`config.mk`:
```
export PLATFORM = sky130hd
export DESIGN_NAME = pkt_rr_arb_flat
export DESIGN_NICKNAME = d
export VERILOG_FILES = /design/src/rtl/pkt_rr_arb_if.sv /design/src/rtl/pkt_rr_arb.sv /design/src/flat_wrapper.sv
export SDC_FILE = /design/constraint.sdc
export NUM_CORES = 1
export LEC_CHECK = 0
export ABC_AREA = 1
export CAP_MARGIN = 20
export CELL_PAD_IN_SITES_DETAIL_PLACEMENT = 1
export CELL_PAD_IN_SITES_GLOBAL_PLACEMENT = 2
export CORE_UTILIZATION = 11
export CTS_CLUSTER_DIAMETER = 50
export DETAILED_ROUTE_END_ITERATION = 10
export GPL_TIMING_DRIVEN = 0
export HOLD_SLACK_MARGIN = 0.12
export PLACE_DENSITY_LB_ADDON = 0.1
export SLEW_MARGIN = 25
export SYNTH_ARGS = -nofsm -noshare
export SYNTH_HDL_FRONTEND = slang
export SYNTH_SLANG_ARGS = --single-unit
```
`constraint.sdc`:
```
create_clock -name clk -period 2.3 [get_ports clk]
set_input_delay 0.46 -clock clk [delete_from_list [all_inputs] [get_ports clk]]
set_output_delay 0.46 -clock clk [all_outputs]
set_load 0.02 [all_outputs]
```
`src/rtl/pkt_rr_arb_if.sv`:
```
// Requester-side and downstream-side handshake bundle for one crossbar output port.
// The arbiter connects through the slave modport and the requester/sink side through master.
interface pkt_rr_arb_if #(
  parameter int unsigned WIDTH = 80,
  parameter int unsigned N     = 4
);
  localparam int unsigned SELW = (N > 1) ? $clog2(N) : 1;

  logic [N-1:0][WIDTH-1:0] in_data;
  logic [N-1:0]            in_sop;
  logic [N-1:0]            in_eop;
  logic [N-1:0]            in_valid;
  logic [N-1:0]            in_ready;
  logic                    out_ready;
  logic                    out_valid;
  logic [WIDTH-1:0]        out_data;
  logic                    out_sop;
  logic                    out_eop;
  logic [SELW-1:0]         out_sel;

  modport master (
    output in_data, in_sop, in_eop, in_valid, out_ready,
    input  in_ready, out_valid, out_data, out_sop, out_eop, out_sel
  );

  modport slave (
    input  in_data, in_sop, in_eop, in_valid, out_ready,
    output in_ready, out_valid, out_data, out_sop, out_eop, out_sel
  );
endinterface

```
`src/rtl/pkt_rr_arb.sv`:
```
// Packet-locked round-robin arbiter with data select for one crossbar output port.
// The grant is held from sop to eop; a stall watchdog aborts dead locks and framing faults are flagged.
module pkt_rr_arb #(
  parameter int unsigned WIDTH   = 80,
  parameter int unsigned N       = 4,
  parameter int unsigned TIMEOUT = 256
) (
  input  logic         clk,
  input  logic         rst,
  pkt_rr_arb_if.slave  bus,
  output logic         busy,
  input  logic         err_clr,
  output logic [N-1:0] proto_err,
  output logic         timeout_err
);
  localparam int unsigned SELW    = (N > 1) ? $clog2(N) : 1;
  localparam int unsigned CNTW    = (TIMEOUT > 0) ? $clog2(TIMEOUT + 1) : 1;
  localparam int unsigned CNT_LIM = (TIMEOUT > 0) ? TIMEOUT - 1 : 0;

  typedef enum logic {IDLE, LOCK} state_t;

  state_t          state;
  logic [SELW-1:0] g;
  logic [SELW-1:0] ptr;
  logic [CNTW-1:0] cnt;
  logic            first;

  logic [N-1:0]    cand;
  logic            win_found;
  logic [SELW-1:0] win_idx;
  logic            g_valid;
  logic            g_sop;
  logic            g_eop;
  logic            accept;
  logic            wd_fire;
  logic [N-1:0]    lock_mask;
  logic [N-1:0]    idle_err;
  logic [N-1:0]    sop_err;
  logic [SELW-1:0] nxt_ptr;

  assign cand    = bus.in_valid & bus.in_sop;
  assign g_valid = bus.in_valid[g];
  assign g_sop   = bus.in_sop[g];
  assign g_eop   = bus.in_eop[g];
  assign accept  = (state == LOCK) && g_valid && bus.out_ready;
  assign nxt_ptr = (32'(g) == N - 1) ? '0 : g + SELW'(1);
  assign wd_fire = (TIMEOUT != 0) && (state == LOCK) && !g_valid && (cnt == CNTW'(CNT_LIM));

  // First sop candidate at or after ptr, wrapping around.
  always_comb begin
    win_found = 1'b0;
    win_idx   = '0;
    for (int unsigned k = 0; k < N; k++) begin
      if (!win_found && cand[(32'(ptr) + k) % N]) begin
        win_found = 1'b1;
        win_idx   = SELW'((32'(ptr) + k) % N);
      end
    end
  end

  // Error sources: stray non-sop beats from unlocked requesters, repeated sop inside a packet.
  always_comb begin
    lock_mask = '0;
    for (int unsigned i = 0; i < N; i++) begin
      lock_mask[i] = (state == LOCK) && (32'(g) == i);
    end
    idle_err = bus.in_valid & ~bus.in_sop & ~lock_mask;
    sop_err  = lock_mask & {N{accept && g_sop && !first}};
  end

  // Zero-latency datapath and handshake while locked.
  always_comb begin
    bus.in_ready  = '0;
    bus.out_valid = 1'b0;
    busy          = 1'b0;
    if (state == LOCK) begin
      bus.in_ready[g] = bus.out_ready;
      bus.out_valid   = g_valid;
      busy            = 1'b1;
    end
  end

  assign bus.out_data = bus.in_data[g];
  assign bus.out_sop  = g_sop;
  assign bus.out_eop  = g_eop;
  assign bus.out_sel  = g;

  always_ff @(posedge clk or posedge rst) begin
    if (rst) begin
      state       <= IDLE;
      g           <= '0;
      ptr         <= '0;
      cnt         <= '0;
      first       <= 1'b0;
      proto_err   <= '0;
      timeout_err <= 1'b0;
    end else begin
      // Setting wins over clearing in the same cycle.
      proto_err   <= (proto_err & ~{N{err_clr}}) | idle_err | sop_err;
      timeout_err <= (timeout_err & ~err_clr) | wd_fire;

      if (state == IDLE) begin
        if (win_found) begin
          state <= LOCK;
          g     <= win_idx;
          cnt   <= '0;
          first <= 1'b1;
        end
      end else begin
        if (accept) begin
          first <= 1'b0;
        end
        // Stall counter only runs while the locked requester is silent; backpressure does not count.
        if (g_valid) begin
          cnt <= '0;
        end else if (cnt != CNTW'(CNT_LIM)) begin
          cnt <= cnt + CNTW'(1);
        end
        if ((accept && g_eop) || wd_fire) begin
          state <= IDLE;
          ptr   <= nxt_ptr;
        end
      end
    end
  end
endmodule
```
`src/flat_wrapper.sv`:
```
// flat-port wrapper written by rule: the top's interface ports become plain ports
module pkt_rr_arb_flat 
#(
  parameter int unsigned WIDTH   = 80,
  parameter int unsigned N       = 4,
  parameter int unsigned TIMEOUT = 256
)
  (clk, rst, busy, err_clr, proto_err, timeout_err, bus_in_data, bus_in_sop, bus_in_eop, bus_in_valid, bus_out_ready, bus_in_ready, bus_out_valid, bus_out_data, bus_out_sop, bus_out_eop, bus_out_sel);
  pkt_rr_arb_if #(.WIDTH(WIDTH), .N(N)) bus_i ();
  input  logic clk;
  input  logic rst;
  output logic busy;
  input  logic err_clr;
  output logic [N-1:0] proto_err;
  output logic timeout_err;
  input wire logic [$bits(bus_i.in_data)-1:0] bus_in_data;
  input wire logic [$bits(bus_i.in_sop)-1:0] bus_in_sop;
  input wire logic [$bits(bus_i.in_eop)-1:0] bus_in_eop;
  input wire logic [$bits(bus_i.in_valid)-1:0] bus_in_valid;
  input wire logic [$bits(bus_i.out_ready)-1:0] bus_out_ready;
  output wire logic [$bits(bus_i.in_ready)-1:0] bus_in_ready;
  output wire logic [$bits(bus_i.out_valid)-1:0] bus_out_valid;
  output wire logic [$bits(bus_i.out_data)-1:0] bus_out_data;
  output wire logic [$bits(bus_i.out_sop)-1:0] bus_out_sop;
  output wire logic [$bits(bus_i.out_eop)-1:0] bus_out_eop;
  output wire logic [$bits(bus_i.out_sel)-1:0] bus_out_sel;
  assign bus_i.in_data = bus_in_data;
  assign bus_i.in_sop = bus_in_sop;
  assign bus_i.in_eop = bus_in_eop;
  assign bus_i.in_valid = bus_in_valid;
  assign bus_i.out_ready = bus_out_ready;
  assign bus_in_ready = bus_i.in_ready;
  assign bus_out_valid = bus_i.out_valid;
  assign bus_out_data = bus_i.out_data;
  assign bus_out_sop = bus_i.out_sop;
  assign bus_out_eop = bus_i.out_eop;
  assign bus_out_sel = bus_i.out_sel;
  pkt_rr_arb #(.WIDTH(WIDTH), .N(N), .TIMEOUT(TIMEOUT)) u_core (.clk(clk), .rst(rst), .bus(bus_i), .busy(busy), .err_clr(err_clr), .proto_err(proto_err), .timeout_err(timeout_err));
endmodule
```
==> impl_summary.md, run 1 <==
GRT
The overall fraction of global-route tracks in use is 18.9%. The largest net degree at the start of global routing is 21. The first global-routing pass estimated 47.5 mm of wire. The via count of the first global-routing pass is 7138. For this run the aggregate overflow at the end of global routing stands at 0. The initial antenna violation count is 6.

Route
The final routed DRC violation total is 0. The average wire per standard cell is 21.4 µm. The final route contains 6738 vias. The ratio of routed vias to standard cells is 4.24. The violation count after the first detailed-route iteration is 200. Before antenna repair, the detailed router went through 4 iterations. The number of nets still failing antenna checks after routing is 0. For this block, the routed nets add up to 34.1 mm of wire.

Final layout
The area growth from synthesis to final layout is 151%. The proportion of layout cells with a drive suffix above 1 is 20.3%. The net total in the final layout is 1484.

Timing
The maximum clock frequency is 0.447 GHz. On the final layout, the worst clock skew is 0.00305 ns. In this run the tightest slew margin relative to its limit is 41.9%. The total count of max-transition violations in the final report is 0. After layout, the worst path uses 97.3% of the clock period. Setup repair after global routing could not meet its margin everywhere.

The count of final hold-check violations was 0. After routing, the total negative slack on setup checks comes to 0 ns. Across all setup checks in the final design, the least slack found is 0.0625 ns. The final critical-path required period is 2.24 ns. At the pin with the least slew margin, the transition time is 0.871 ns. The tightest hold path in the finished design has a slack of 0.491 ns.

The total setup violations reported at the end of the flow is 0.

Floorplan
The initial utilization of the core area, before any placement, comes to 11.3%. In this run the count of I/O pins placed on the die edge is 431. The total area inside the core boundary comes to 32800 µm². The initialized floorplan defines 66 standard-cell rows. The die outline area is 34400 µm².

From bottom edge to top edge, the die measures 185 µm. The width of the die is 185 µm.

Yosys
The synthesized flop and latch total is 20. The post-synth design cell area is 3700 µm². The number of distinct library cells after synthesis is 30. The fraction of post-synthesis cell area in the top cell type by area is 22.9%.

The main flop type after synthesis is sky130_fd_sc_hd__dfrtp_1. Yosys printed 0 warnings. After synthesis, the cell types taking the most area are sky130_fd_sc_hd__o21ai_0 23%, sky130_fd_sc_hd__nor2_1 18%, sky130_fd_sc_hd__o22ai_1 14%. The gate count of the mapped netlist is 682. sky130_fd_sc_hd__nor2_1 is the most common cell in the netlist. The commonest cells after synthesis are 182 x sky130_fd_sc_hd__nor2_1, 169 x sky130_fd_sc_hd__o21ai_0, 81 x sky130_fd_sc_hd__o22ai_1, 63 x sky130_fd_sc_hd__nand2_1, 40 x sky130_fd_sc_hd__nand3_1. In this run the mean area of a mapped cell was 5.42 µm². The share of the Yosys chip area taken by registers is 13.5%. The async set-or-reset flop fraction in the synthesized netlist is 100%. The synthesized net count is 1024. The synthesized design contains 0 enable-type register cells. sky130_fd_sc_hd__o21ai_0 takes more of the synthesized area than any other cell.

Clocking
In this run the clock root is driven by a sky130_fd_sc_hd__clkbuf_16. The number of buffers created by CTS is 3. The number of buffers inserted by hold repair at cts is 0. The clock latency on the worst-skew pair is 0.25 ns. The longest clock path from root to sink contains 2 buffers. The number of H-tree levels is 1.

The CTS tree is yes. Counting every sink on the clock net gives 20. Clock-pin slew was measured on the worst setup and hold paths at 0.06 ns.

Worst setup path
The startpoint of the most critical register-to-register path is u_core.cnt[0]. The reg2reg setup slack is 0.31 ns. The maximum net fanout on the critical path is 11. The critical path goes through inv_2 -> buf_12 -> clkbuf_8 -> ha_1 -> nand2_2 -> nor2_2 -> buf_4. The category of the worst setup path capture point is an output pin. The worst path arrival time is 1.78 ns. The setup path with the least slack is of type flop to output pin.

The critical-path cell with the highest stage delay is sky130_fd_sc_hd__dfrtp_2. For this run, the slowest stage of the critical path takes 0.45 ns. Data on the critical path is required at its endpoint by 1.84 ns.

The launching element type of the critical path is a flop. In this run the critical register-to-register path is captured at u_core.cnt[7]. Measured in cells, the most critical reg-to-reg path has a length of 11.

Place
Timing analysis after detailed placement gives a worst setup slack of -1.01 ns. The detailed-placement wirelength estimate is 27.9 mm. Buffers placed on the I/O ports in this run total 430.

The weighted congestion at the end of routability-driven global placement is 0.804.

Pwr
Power comes to 0.0106 W. The leakage power of the design is 3.81 nW. The ratio of total power to cell area is 1140 nW/µm². IR analysis of the VDD net gives a maximum drop of 0.000278 V.

Min path
For hold timing, the worst endpoint is u_core.proto_err[3]. The worst hold path passes through 2 cells. The path class of the lowest-slack min-delay path is flop to flop. The worst hold path begins at u_core.proto_err[3].

Flow run
Max-cap violations in this run came to 0.

Status
The run finished with clean final reports.
-- critical path, delay by kind of cell, from the launching register on --
family / cells / cell delay [ns]
adder cells (fa/ha/maj): 1 / 0.22
AND/OR/NAND/NOR: 2 / 0.22
buffers and inverters: 4 / 0.64
flip-flops: 1 / 0.45
-- timing repair --
action / CTS / global route
cloned: 3 / 5
setup endpoints to repair: 99 / 86
gates resized for setup: 487 / 115
pin swaps: 4 / 30
setup buffers: 6 / 11
-- per-layer routing --
metal | vias up | GRT usage [%] | wire [µm]
met5 | - | 0 | 0
met3 | 22 | 5.86 | 3210
met2 | 274 | 35.4 | 17300
met4 | 0 | 4.36 | 558
met1 | 3125 | 20.5 | 12900
li1 | 3317 | - | -
-- state kept, by name (all words and copies together), names as in the netlist --
register	cells
u_core.bus.out_sel	2
u_core.ptr	2
u_core.state	1
u_core.timeout_err	1
u_core.first	1
u_core.cnt	9
u_core.proto_err	4
-- through the flow --
| stage | utilization (%) | instances | area (µm²) |
|---|---|---|---|
| floorplan | - | 682 | 3700 |
| global placement | 26.1 | 1554 | 8560 |
| detailed placement | 26.1 | 1554 | 8560 |
| CTS | 26.8 | 1566 | 8770 |
| global route | 28.3 | 1588 | 9280 |
| finish | 28.3 | 1589 | 9280 |
-- cells in the final DEF, fill, tap and decap left out, drive strengths merged --
| master | count |
|---|---|
| clkbuf | 40 |
| a32oi | 4 |
| nand2 | 73 |
| nor3 | 4 |
| inv | 26 |
| a21oi | 3 |
| dlymetal6s2s | 1 |
| clkdlybuf4s15 | 2 |
| clkdlybuf4s50 | 343 |
| bufbuf | 1 |
| a21o | 2 |
| nor2 | 184 |
| ha | 6 |
| nand3 | 43 |
| nand4 | 3 |
| o21ai | 171 |
| a21boi | 1 |
| nor4 | 2 |
| o22ai | 81 |
| diode | 7 |
| buf | 130 |
| dfrtp | 20 |
-- cell families after synthesis --
| logic type | Yosys count | synth area share [%] |
|---|---|---|
| AOI/OAI and AO/OA | 262 | 39.2 |
| adders and majority gates | 6 | 2.03 |
| buffers and inverters | 85 | 10.3 |
| DFF | 20 | 13.5 |
| and+or+nand+nor | 309 | 35.0 |
-- report_power, final --
| part | switching [W] | internal (W) |
|---|---|---|
| registers | 0.0000846 | 0.000443 |
| clock network | 0.000136 | 0.000230 |
| logic | 0.00557 | 0.00412 |
| total | 0.00580 | 0.00479 |
-- area by class of cell --
type / count / area (µm²)
Sequential cell: 20 / 502
Clock buffer: 3 / 75.1
Timing Repair Buffer: 455 / 4410
Fill cell: 4027 / 23500
Multi-Input combinational cell: 577 / 3000
Inverter: 26 / 113
Tap cell: 442 / 553
Buffer: 59 / 612
Antenna cell: 7 / 17.5
-- how the worst max path moves through the flow --
stage | endpoint | depth (start not counted) | start | slack (ns)
3_5_place_dp | bus_in_ready[2] | 9 | u_core.bus.out_sel[0] | -1.01
5_1_grt | bus_in_ready[1] | 7 | u_core.bus.out_sel[1] | -0.04
2_1_floorplan | bus_in_ready[2] | 8 | u_core.bus.out_sel[0] | 0.12
4_1_cts | bus_in_ready[1] | 7 | u_core.bus.out_sel[1] | -0.06
6_report | bus_in_ready[1] | 7 | u_core.bus.out_sel[1] | 0.06
3_3_place_gp | bus_in_ready[1] | 7 | u_core.bus.out_sel[1] | -1.02
Power figures use the tool's default switching activity.
==> run 2: changes to the inputs <==
- CTS_BUF_LIST: default -> sky130_fd_sc_hd__clkbuf_8 sky130_fd_sc_hd__clkbuf_16
==> results of run 2 <==
The final DEF is identical to that of run 1; final timing and power are the same.
==> run 3: changes to the inputs <==
- SKIP_CTS_REPAIR_TIMING: default -> 1
==> impl_summary.md, run 3 (synthesized netlist as in run 1, its figures left out) <==
Clocking
The number of buffers created by CTS is 3. The clock latency on the worst-skew pair is 0.25 ns. The CTS tree is yes. The number of sinks driven by the clock tree is 20.

The clock tree root driver cell is sky130_fd_sc_hd__clkbuf_16. The clock-pin slew on the worst setup and hold paths is 0.06 ns. The maximum number of buffers from clock root to sink is 2. In this run the number of H-tree levels came out at 1.

Timing
Setup repair after global routing could not meet its margin everywhere. The relative slew slack is 41.7%. The total count of max-transition violations in the final report was 0. The final critical-path required period is 2.29 ns. The worst slack on hold paths is 0.491 ns. Setup violations remaining at the end of the flow were counted as 0. The count of final hold-check violations is 0. The post-route clock skew is 0.00252 ns. Timing would allow up to 0.436 GHz.

Dividing the final minimum period by the clock period gives 99.7%. The slew at the pin closest to its max-slew limit is 0.874 ns.

Final layout
Counting the fill cells in the layout gives 4059. Of the cells placed in the final design, the portion with a size suffix greater than 1 is 18.1%. The number of flip-flops in the largest register is 9. In the final layout, the registers with the most flip-flops are u_core.cnt: 9 flops, u_core.proto_err: 4 flops. After routing the design area is 8880 µm². The library cells used most frequently in the layout, excluding fill and tap cells, are 343 x sky130_fd_sc_hd__clkdlybuf4s50_1, 173 x sky130_fd_sc_hd__nor2_1, 149 x sky130_fd_sc_hd__o21ai_0, 76 x sky130_fd_sc_hd__o22ai_1, 60 x sky130_fd_sc_hd__nand2_1. The net count of the finished layout is 1475. The area growth from synthesis to final layout is 140%. u_core.cnt holds more flip-flops than any other register. Leaving out fill and tap cells, the most frequent cell in the layout is sky130_fd_sc_hd__clkdlybuf4s50_1.

GRT
The first-pass GRT wire length is 46.9 mm. The initial antenna violation count came to 8. In the global route stage, overall resource usage came out at 18.7%. The largest net degree at the start of global routing is 21.

The via count of the first global-routing pass is 7070. The sum of overflow across all layers after global routing is 0.

Place
Routability-driven placement finished with a final weighted congestion of 0.804. The placed cell area is 8560 µm². The detailed-placement wirelength estimate is 27.9 mm.

The port buffer count is 430.

Floorplan
The placement row count is 66. In this run the horizontal extent of the chip is 185 µm. The floorplan step defined a die boundary enclosing 34400 µm². 431 I/O pins were placed. The core box area is 32800 µm².

The die boundary height is 185 µm. Once the floorplan was initialized, standard cells occupied 11.3% of the core.

Status
The flow ran to the end, and the final reports show no timing, DRC or antenna violations.

Pwr
The ratio of total power to cell area is 1100 nW/µm². IR analysis of the VDD net gives a maximum drop of 0.000302 V. Summed over all cells, the static leakage comes to 3.68 nW.

Worst setup path
The worst path arrival time is 1.83 ns. In this run the register-to-register setup slack is 0.29 ns. The maximum net fanout on the critical path is 8. The category of the worst setup path capture point is an output pin. The start-to-end type of the worst setup path is flop to output pin. The worst endpoint required time is 1.84 ns.

The worst setup path is launched from a flop.

Route
Dividing the detail-routed wire length by the instance count gives 21.2 µm. The number of nets still failing antenna checks after routing is 0. The violation count after the first detailed-route iteration is 177.

The ratio of routed vias to standard cells is 4.22. For this run, design rule violations remaining after detail routing come to 0. Across all layers, the routed design uses 6680 vias. The number of detailed-route iterations in the first pass is 7. After detailed routing, the total wire length is 33.6 mm.

Min path
The min-delay analysis places its worst path in the category flop to flop.

Flow run
The number of violations of the max-capacitance limit is 0.
-- run 3: cell types whose count changed in the layout (fill, tap and decap cells not counted), moves of 3 or more --
cell	before	now
sky130_fd_sc_hd__nor2_4	4	0
sky130_fd_sc_hd__dlymetal6s2s_1	1	6
sky130_fd_sc_hd__clkbuf_2	18	50
sky130_fd_sc_hd__buf_6	15	12
sky130_fd_sc_hd__buf_16	3	0
sky130_fd_sc_hd__clkbuf_16	9	4
sky130_fd_sc_hd__o22ai_1	71	76
sky130_fd_sc_hd__o22ai_2	10	5
sky130_fd_sc_hd__nor2_2	17	11
sky130_fd_sc_hd__nor2_1	163	173
sky130_fd_sc_hd__buf_2	36	23
sky130_fd_sc_hd__buf_4	61	47
sky130_fd_sc_hd__buf_12	13	9
-- run 3: final timing paths --
kind                                       startpoint               endpoint  cells past startpoint
worst max-delay path            u_core.bus.out_sel[0]       bus_out_data[77]                     10
worst min-delay path              u_core.proto_err[3]    u_core.proto_err[3]                      2
worst max register to register          u_core.cnt[0]          u_core.cnt[7]                     11
worst min register to register    u_core.proto_err[3]    u_core.proto_err[3]                      2
max in group asynchronous                         rst  u_core.bus.out_sel[1]                      2
min in group asynchronous                         rst          u_core.cnt[1]                      2
-- run 3: area by class of cell --
class	instances	area [µm²]	share of cell area (%)
repair buffers	446	4180	47.1
diodes	9	22.5	0.254
inverters	26	118	1.32
clock buffers	3	75.1	0.845
multi-input cells	577	2920	32.9
plain buffers	59	510	5.75
flip-flops and latches	20	503	5.66
well taps	442	553	6.23
-- run 3: critical path: stages, from the launching register on --
cell and delay (ns):
sky130_fd_sc_hd__dfrtp_2 0.43, sky130_fd_sc_hd__buf_12 0.15, sky130_fd_sc_hd__clkinv_8 0.04, sky130_fd_sc_hd__buf_12 0.11, sky130_fd_sc_hd__clkbuf_16 0.16, sky130_fd_sc_hd__buf_12 0.12, sky130_fd_sc_hd__buf_12 0.12, sky130_fd_sc_hd__buf_6 0.09
sky130_fd_sc_hd__nor2_2 0.02, sky130_fd_sc_hd__o22ai_1 0.15, sky130_fd_sc_hd__buf_4 0.17
-- run 3: metrics by stage --
step	instances	setup WS, ns	power, W	TNS, ns	utilization, %
finish	1582	0.00675	0.00979	0	27.1
global route	1581	-0.0757	0.0106	-0.505	27.1
CTS	1557	-1.29	0.00975	-83.30	26.3
detailed placement	1554	-1.01	0.00935	-58.91	26.1
global placement	1554	-1.02	0.00940	-58.35	26.1
floorplan	682	0.117	0.00499	0	-
-- run 3: layer usage --
metal  vias to the layer above  part of all wire [%]  track usage, %
met2                       284                    51            34.8
li1                       3295                     -               -
met4                         0                   1.8            4.86
met5                         -                     0               0
met1                      3075                    37            19.7
met3                        26                    10            6.59
-- run 3: power breakdown --
part	leakage [nW]	internal, W	switching (W)
Sequential	0.256	0.000445	0.0000901
Clock	0.0370	0.000230	0.000140
Combinational	3.38	0.00349	0.00539
Total	3.68	0.00417	0.00562
